**src/rtl/ras_ctrl_if.sv**
```systemverilog
// rtl/ras_ctrl_if.sv - request/response bundle between the IF/ID pipeline and the return-address stack controller
//
// Purpose: groups the push/pop/checkpoint requests and the registered prediction
// outputs of ras_ctrl so that they travel as one port.
// Ports (signals):
//   push_valid, push_addr    - link instruction in ID; return address to push
//   pop_valid                - jr $ra decoded in IF; request a prediction
//   ckpt_save, ckpt_restore  - snapshot / roll back stack state
//   ready                    - controller accepts requests this cycle
//   pred_valid, pred_pc      - one-cycle prediction pulse and predicted return PC
//   count                    - live entries, 0..DEPTH
//   overflow, underflow      - one-cycle error pulses
// Modports: master (pipeline side), slave (controller side).
interface ras_ctrl_if #(
  parameter int DEPTH = 32,
  parameter int AW    = 32
);
  localparam int PW = $clog2(DEPTH);

  logic          push_valid;
  logic [AW-1:0] push_addr;
  logic          pop_valid;
  logic          ckpt_save;
  logic          ckpt_restore;
  logic          ready;
  logic          pred_valid;
  logic [AW-1:0] pred_pc;
  logic [PW:0]   count;
  logic          overflow;
  logic          underflow;

  modport master (
    output push_valid, push_addr, pop_valid, ckpt_save, ckpt_restore,
    input  ready, pred_valid, pred_pc, count, overflow, underflow
  );

  modport slave (
    input  push_valid, push_addr, pop_valid, ckpt_save, ckpt_restore,
    output ready, pred_valid, pred_pc, count, overflow, underflow
  );
endinterface

```
**src/rtl/ras_ctrl.sv**
```systemverilog
// rtl/ras_ctrl.sv - return-address stack controller with checkpoint/repair for the IF-stage predictor
//
// Purpose: circular return-address stack. Pushes come from link instructions in
// ID, pops from jr $ra in IF. A single checkpoint of {tos, count, top value}
// lets a mispredict flush restore both the pointer and the top entry.
// Ports:
//   CLK    - clock, rising edge
//   RESET  - asynchronous, active-low reset
//   io     - ras_ctrl_if slave modport (requests in, prediction/status out)
module ras_ctrl #(
  parameter int DEPTH = 32,
  parameter int AW    = 32
) (
  input  logic     CLK,
  input  logic     RESET,
  ras_ctrl_if.slave io
);
  localparam int PW = $clog2(DEPTH);
  localparam logic [PW-1:0] PTR_ONE  = PW'(1);
  localparam logic [PW-1:0] PTR_LAST = PW'(DEPTH - 1);
  localparam logic [PW:0]   CNT_ONE  = (PW+1)'(1);
  localparam logic [PW:0]   CNT_MAX  = (PW+1)'(DEPTH);

  typedef enum logic [1:0] {
    S_INIT    = 2'd0,
    S_RUN     = 2'd1,
    S_RESTORE = 2'd2
  } state_t;

  state_t state, state_next;

  logic [AW-1:0] mem [DEPTH];

  logic [PW-1:0] tos;
  logic [PW-1:0] top;
  logic [PW-1:0] idx;
  logic [PW:0]   cnt;
  logic [PW-1:0] ckpt_tos;
  logic [PW:0]   ckpt_cnt;
  logic [AW-1:0] ckpt_top;
  logic          pred_valid;
  logic [AW-1:0] pred_pc;
  logic          overflow;
  logic          underflow;

  logic          ready;
  logic          mem_we;
  logic [PW-1:0] mem_waddr;
  logic [AW-1:0] mem_wdata;

  logic          do_push;
  logic          do_pop;

  assign top     = tos - PTR_ONE;
  assign do_push = io.push_valid && !io.pop_valid;
  assign do_pop  = io.pop_valid && !io.push_valid;

  always_ff @(posedge CLK or negedge RESET) begin
    if (!RESET) begin
      state <= S_INIT;
    end else begin
      state <= state_next;
    end
  end

  // Single memory write port shared by the clear sweep, the repair write and pushes.
  always_comb begin
    state_next = state;
    ready      = 1'b0;
    mem_we     = 1'b0;
    mem_waddr  = tos;
    mem_wdata  = io.push_addr;
    unique case (state)
      S_INIT: begin
        mem_we    = 1'b1;
        mem_waddr = idx;
        mem_wdata = '0;
        if (idx == PTR_LAST) begin
          state_next = S_RUN;
        end
      end
      S_RUN: begin
        ready = 1'b1;
        if (io.ckpt_restore) begin
          state_next = S_RESTORE;
        end else if (do_push) begin
          mem_we = 1'b1;
        end
      end
      S_RESTORE: begin
        // A push after the save may have clobbered the checkpointed top slot.
        mem_we     = 1'b1;
        mem_waddr  = ckpt_tos - PTR_ONE;
        mem_wdata  = ckpt_top;
        state_next = S_RUN;
      end
      default: begin
        state_next = S_INIT;
      end
    endcase
  end

  always_ff @(posedge CLK) begin
    if (mem_we) begin
      mem[mem_waddr] <= mem_wdata;
    end
  end

  always_ff @(posedge CLK or negedge RESET) begin
    if (!RESET) begin
      idx        <= '0;
      tos        <= '0;
      cnt        <= '0;
      ckpt_tos   <= '0;
      ckpt_cnt   <= '0;
      ckpt_top   <= '0;
      pred_valid <= 1'b0;
      pred_pc    <= '0;
      overflow   <= 1'b0;
      underflow  <= 1'b0;
    end else begin
      pred_valid <= 1'b0;
      overflow   <= 1'b0;
      underflow  <= 1'b0;
      idx        <= (state == S_INIT) ? idx + PTR_ONE : '0;
      if (state == S_RUN) begin
        if (io.ckpt_restore) begin
          tos <= ckpt_tos;
          cnt <= ckpt_cnt;
        end else begin
          // Snapshot uses pre-update values; the top value is read even when empty.
          if (io.ckpt_save) begin
            ckpt_tos <= tos;
            ckpt_cnt <= cnt;
            ckpt_top <= mem[top];
          end
          if (io.push_valid && io.pop_valid) begin
            // Call and return in flight together: forward the address, stack untouched.
            pred_valid <= 1'b1;
            pred_pc    <= io.push_addr;
          end else if (do_push) begin
            tos <= tos + PTR_ONE;
            if (cnt == CNT_MAX) begin
              overflow <= 1'b1;
            end else begin
              cnt <= cnt + CNT_ONE;
            end
          end else if (do_pop) begin
            if (cnt != '0) begin
              pred_valid <= 1'b1;
              pred_pc    <= mem[top];
              tos        <= top;
              cnt        <= cnt - CNT_ONE;
            end else begin
              underflow <= 1'b1;
            end
          end
        end
      end
    end
  end

  assign io.ready      = ready;
  assign io.pred_valid = pred_valid;
  assign io.pred_pc    = pred_pc;
  assign io.count      = cnt;
  assign io.overflow   = overflow;
  assign io.underflow  = underflow;
endmodule
```
**src/flat_wrapper.sv**
```systemverilog
// flat-port wrapper written by rule: the top's interface ports become plain ports
module ras_ctrl_flat 
#(
  parameter int DEPTH = 32,
  parameter int AW    = 32
)
  (CLK, RESET, io_push_valid, io_push_addr, io_pop_valid, io_ckpt_save, io_ckpt_restore, io_ready, io_pred_valid, io_pred_pc, io_count, io_overflow, io_underflow);
  ras_ctrl_if #(.DEPTH(DEPTH), .AW(AW)) io_i ();
  input  logic CLK;
  input  logic RESET;
  input wire logic [$bits(io_i.push_valid)-1:0] io_push_valid;
  input wire logic [$bits(io_i.push_addr)-1:0] io_push_addr;
  input wire logic [$bits(io_i.pop_valid)-1:0] io_pop_valid;
  input wire logic [$bits(io_i.ckpt_save)-1:0] io_ckpt_save;
  input wire logic [$bits(io_i.ckpt_restore)-1:0] io_ckpt_restore;
  output wire logic [$bits(io_i.ready)-1:0] io_ready;
  output wire logic [$bits(io_i.pred_valid)-1:0] io_pred_valid;
  output wire logic [$bits(io_i.pred_pc)-1:0] io_pred_pc;
  output wire logic [$bits(io_i.count)-1:0] io_count;
  output wire logic [$bits(io_i.overflow)-1:0] io_overflow;
  output wire logic [$bits(io_i.underflow)-1:0] io_underflow;
  assign io_i.push_valid = io_push_valid;
  assign io_i.push_addr = io_push_addr;
  assign io_i.pop_valid = io_pop_valid;
  assign io_i.ckpt_save = io_ckpt_save;
  assign io_i.ckpt_restore = io_ckpt_restore;
  assign io_ready = io_i.ready;
  assign io_pred_valid = io_i.pred_valid;
  assign io_pred_pc = io_i.pred_pc;
  assign io_count = io_i.count;
  assign io_overflow = io_i.overflow;
  assign io_underflow = io_i.underflow;
  ras_ctrl #(.DEPTH(DEPTH), .AW(AW)) u_core (.CLK(CLK), .RESET(RESET), .io(io_i));
endmodule
```
**config.mk**
```make
export PLATFORM = sky130hd
export DESIGN_NAME = ras_ctrl_flat
export DESIGN_NICKNAME = d
export VERILOG_FILES = /design/src/rtl/ras_ctrl_if.sv /design/src/rtl/ras_ctrl.sv /design/src/flat_wrapper.sv
export SDC_FILE = /design/constraint.sdc
export NUM_CORES = 1
export LEC_CHECK = 0
export BUFFER_PORTS_ARGS = -buffer_cell sky130_fd_sc_hd__buf_4
export CAP_MARGIN = 20
export CELL_PAD_IN_SITES_DETAIL_PLACEMENT = 1
export CELL_PAD_IN_SITES_GLOBAL_PLACEMENT = 1
export CORE_ASPECT_RATIO = 1.1
export CORE_MARGIN = 5
export CORE_UTILIZATION = 49
export DETAILED_ROUTE_END_ITERATION = 8
export PLACE_DENSITY = 0.77
export SYNTH_ARGS = -nofsm -noshare
export SYNTH_HDL_FRONTEND = slang
export SYNTH_SLANG_ARGS = --single-unit
export TNS_END_PERCENT = 5
```
**constraint.sdc**
```tcl
create_clock -name CLK -period 3.22 [get_ports CLK]
set_input_delay 0.483 -clock CLK [delete_from_list [all_inputs] [get_ports CLK]]
set_output_delay 0.483 -clock CLK [all_outputs]
set_load 0.01 [all_outputs]
```
==> results.toml <==
[run]
drv_cap = 0

[timing]
setup_violations = 0
maxSlewViolCount = 0
fin_skew_ns = 0.0577
rsz0062_at_grt = "false"
hold_viol_final = 0
post-route-period-util = 0.981
hold_ws_ns = 0.0294
fin_crit_ns = 3.16
tightest_slew_ns = 1.09
finalSetupTns_ns = 0
slew_headroom = 0.275
max_freq_ghz = 0.317

[setup_path]
cp_max_fo = 18
r2r.worst_path.cells = 9
crit_type = "reg2reg"
r2r-end = "u_core.mem[21][11]"
worstReg2RegStart = "u_core.ckpt_tos[0]"
cp.arrival_ns = 3.51
critPathRequiredTime_ns = 3.57
end_kind = "flop"
start_kind = "flop"
r2r_slack_ns = 0.06

[global_route]
grt_pass1_vias = 25900
grt_max_degree = 79
grt_first_pass_wirelength_um = 184000
grt_use_total = 0.263
overflow = 0
antenna_found_initial = 6

[synth]
synth_cells = 2342
syn_avg_cell_area_sq_um = 18.8
yosysWarnings = 0
synth_nets = 2390
synth_edf_count = 1024
ys_async_sr_fraction = 0.0857
synth_ff_type = "edfxtp_1"
ys_types = 52
synth-seq-cells = 1120
yosysSeqAreaShare = 0.754
netlist_area_sq_um = 44000

[hold_path]
min_path_type = "in2reg"
hold_depth = 3
min_delay_worst_endpoint = "u_core.io.pred_pc[18]"
hold_path_startpoint = "io_push_addr[18]"

[status]
status = "completed"

[pwr]
combPwrFrac = 0.415
p_leak_uw = 0.0172
ir_worst_vdd_mv = 0.676
p_int_uw = 35000
powerDensity_nw_per_um2 = 1110
seqPwrFrac = 0.364
p_clk_frac = 0.221
power_uw = 56900
sw_frac_of_total = 0.386
p_switching_uw = 21900

[floorplanning]
fp-row-count = 115
start_util = 0.493
die_h_um = 324
core_area_sq_um = 89200
die_w_um = 296
pin_count = 80
die_area_sq_um = 95800

[cts]
ctsHoldBuffers = 3
post-cts-setup-buffer-count = 0
numCtsBuffers = 109
cts.path.max_buffers = 3
cts_root_buf = "clkbuf_16"
clock_latency_ns = 0.70
cts_tree = "yes"
cts_sinks = 1120
cts_max_level = 3
cts_resized = 0
clkTransAtPathRegs_ns = 0.06

[cells_and_area]
fillers = 7798
final_cell_mix = "edfxtp_1 (1,024), nand2_1 (337), mux4_2 (256)"
regArea_sq_um = 33200
layout-drive-gt1-share = 0.268
multiInputGateArea_sq_um = 10300
post-route-util = 0.574
stdcell_area_sq_um = 51200
final_common_cell = "edfxtp_1"
areaGrowthSynthToFinish_pct = 16.4
fin_nets = 2605

[place]
dpl-instance-area_sq_um = 47700
place.gp.congestion = 0.844
hpwl_um = 78300
io_buffers = 79

[route]
dr.pass1.iters = 6
ant_nets = 0
totalWireLength_um = 126000
wl_per_cell_um = 32.9
avgViaCountPerCell = 6.42
drtIter0Drc = 3416
via_count = 24500
drc = 0
## sequential cells by signal, summed over array words and instances (netlist names)
signal and cells:
u_core.tos 5, u_core.state 2, u_core.ckpt_tos 5, u_core.io.pred_pc 32, u_core.ckpt_top 32, u_core.io.overflow 1, u_core.ckpt_cnt 6, u_core.idx 5
u_core.io.count 6, u_core.io.pred_valid 1, u_core.io.underflow 1, u_core.mem 1024
## critical path, stage by stage (launching register included)
cell and delay [ns]:
dfrtp_1 0.44, inv_1 0.11, ha_1 0.18, nor3b_1 0.27, xnor2_1 0.11, a21oi_1 0.35
a31oi_1 0.34, or2_2 0.48, nor2_4 0.30, buf_12 0.21
## area by class of cell
cell class | count | area share
inverters | 11 | 0.000807
well taps | 1170 | 0.0286
clock inverters | 58 | 0.0119
clock buffers | 138 | 0.0560
diodes | 2 | 0.0000978
multi-input cells | 1073 | 0.201
flip-flops and latches | 1120 | 0.648
repair buffers | 242 | 0.0540
## kinds of logic after synthesis
family / share of synthesized area
AO/OA/AOI/OAI: 0.0271
multiplexers: 0.135
buffers and inverters: 0.0193
adder cells (fa/ha/maj): 0.00302
XOR/XNOR: 0.00259
flip-flops: 0.754
AND/OR/NAND/NOR: 0.0586
## synth_stat cells, types with 3 or more instances
library cell,n,share of area
a21o_1,5,0.00085
a21oi_1,9,0.0010
a22o_1,19,0.0038
a22oi_1,34,0.0058
a31oi_1,3,0.00043
buf_2,75,0.0085
buf_4,13,0.0022
buf_6,19,0.0049
clkbuf_1,27,0.0023
dfrtp_1,96,0.055
edfxtp_1,1024,0.70
ha_1,9,0.0026
inv_1,9,0.00077
mux2_2,13,0.0033
mux2i_1,4,0.00091
mux4_2,256,0.13
nand2_1,338,0.029
nand2b_1,9,0.0013
nand3_1,134,0.015
nand4_1,34,0.0048
nor2_1,49,0.0042
nor2b_1,3,0.00043
nor3_1,7,0.00080
nor3b_1,3,0.00051
o21ai_0,79,0.0090
o21ai_1,20,0.0023
o31ai_1,3,0.00051
or2_2,3,0.00043
xnor2_1,9,0.0018
xor2_1,4,0.00080
## routing by layer
metal	vias to the layer above	share of wire	track usage
li1	9765	-	-
met1	13100	0.38	0.366
met2	1452	0.49	0.425
met3	225	0.10	0.0604
met4	4	0.030	0.0777
met5	-	0.00025	0
## stage by stage
| step | setup slack (ns) | cells |
|---|---|---|
| after global routing | 0.00400 | 3812 |
| after detailed placement | 0.255 | 3613 |
| after floorplan | -0.296 | 2342 |
| after CTS | 0.156 | 3812 |
| after global placement | 0.262 | 3613 |
| final | 0.0622 | 3814 |
## power by group through the flow
stage,registers [uW],logic [uW],clock network [uW]
finish,20700,23600,12600
global route,20900,24600,13400
CTS,20700,23500,12700
detailed placement,20900,23100,0
global placement,20600,22200,0
floorplan,20700,12700,0
## worst max-delay path by stage
stage                            start                 end  slack [ns]  depth (start not counted)
detailed placement  u_core.ckpt_tos[0]  u_core.mem[21][27]        0.26                          9
finish              u_core.ckpt_tos[0]  u_core.mem[21][11]        0.06                          9
global route        u_core.ckpt_tos[0]  u_core.mem[21][11]       0.004                          9
floorplan           u_core.ckpt_tos[0]    u_core.mem[4][0]       -0.30                          8
CTS                 u_core.ckpt_tos[0]  u_core.mem[21][12]        0.16                          9
global placement    u_core.ckpt_tos[1]  u_core.mem[21][24]        0.26                          9
Power figures use the tool's default switching activity.
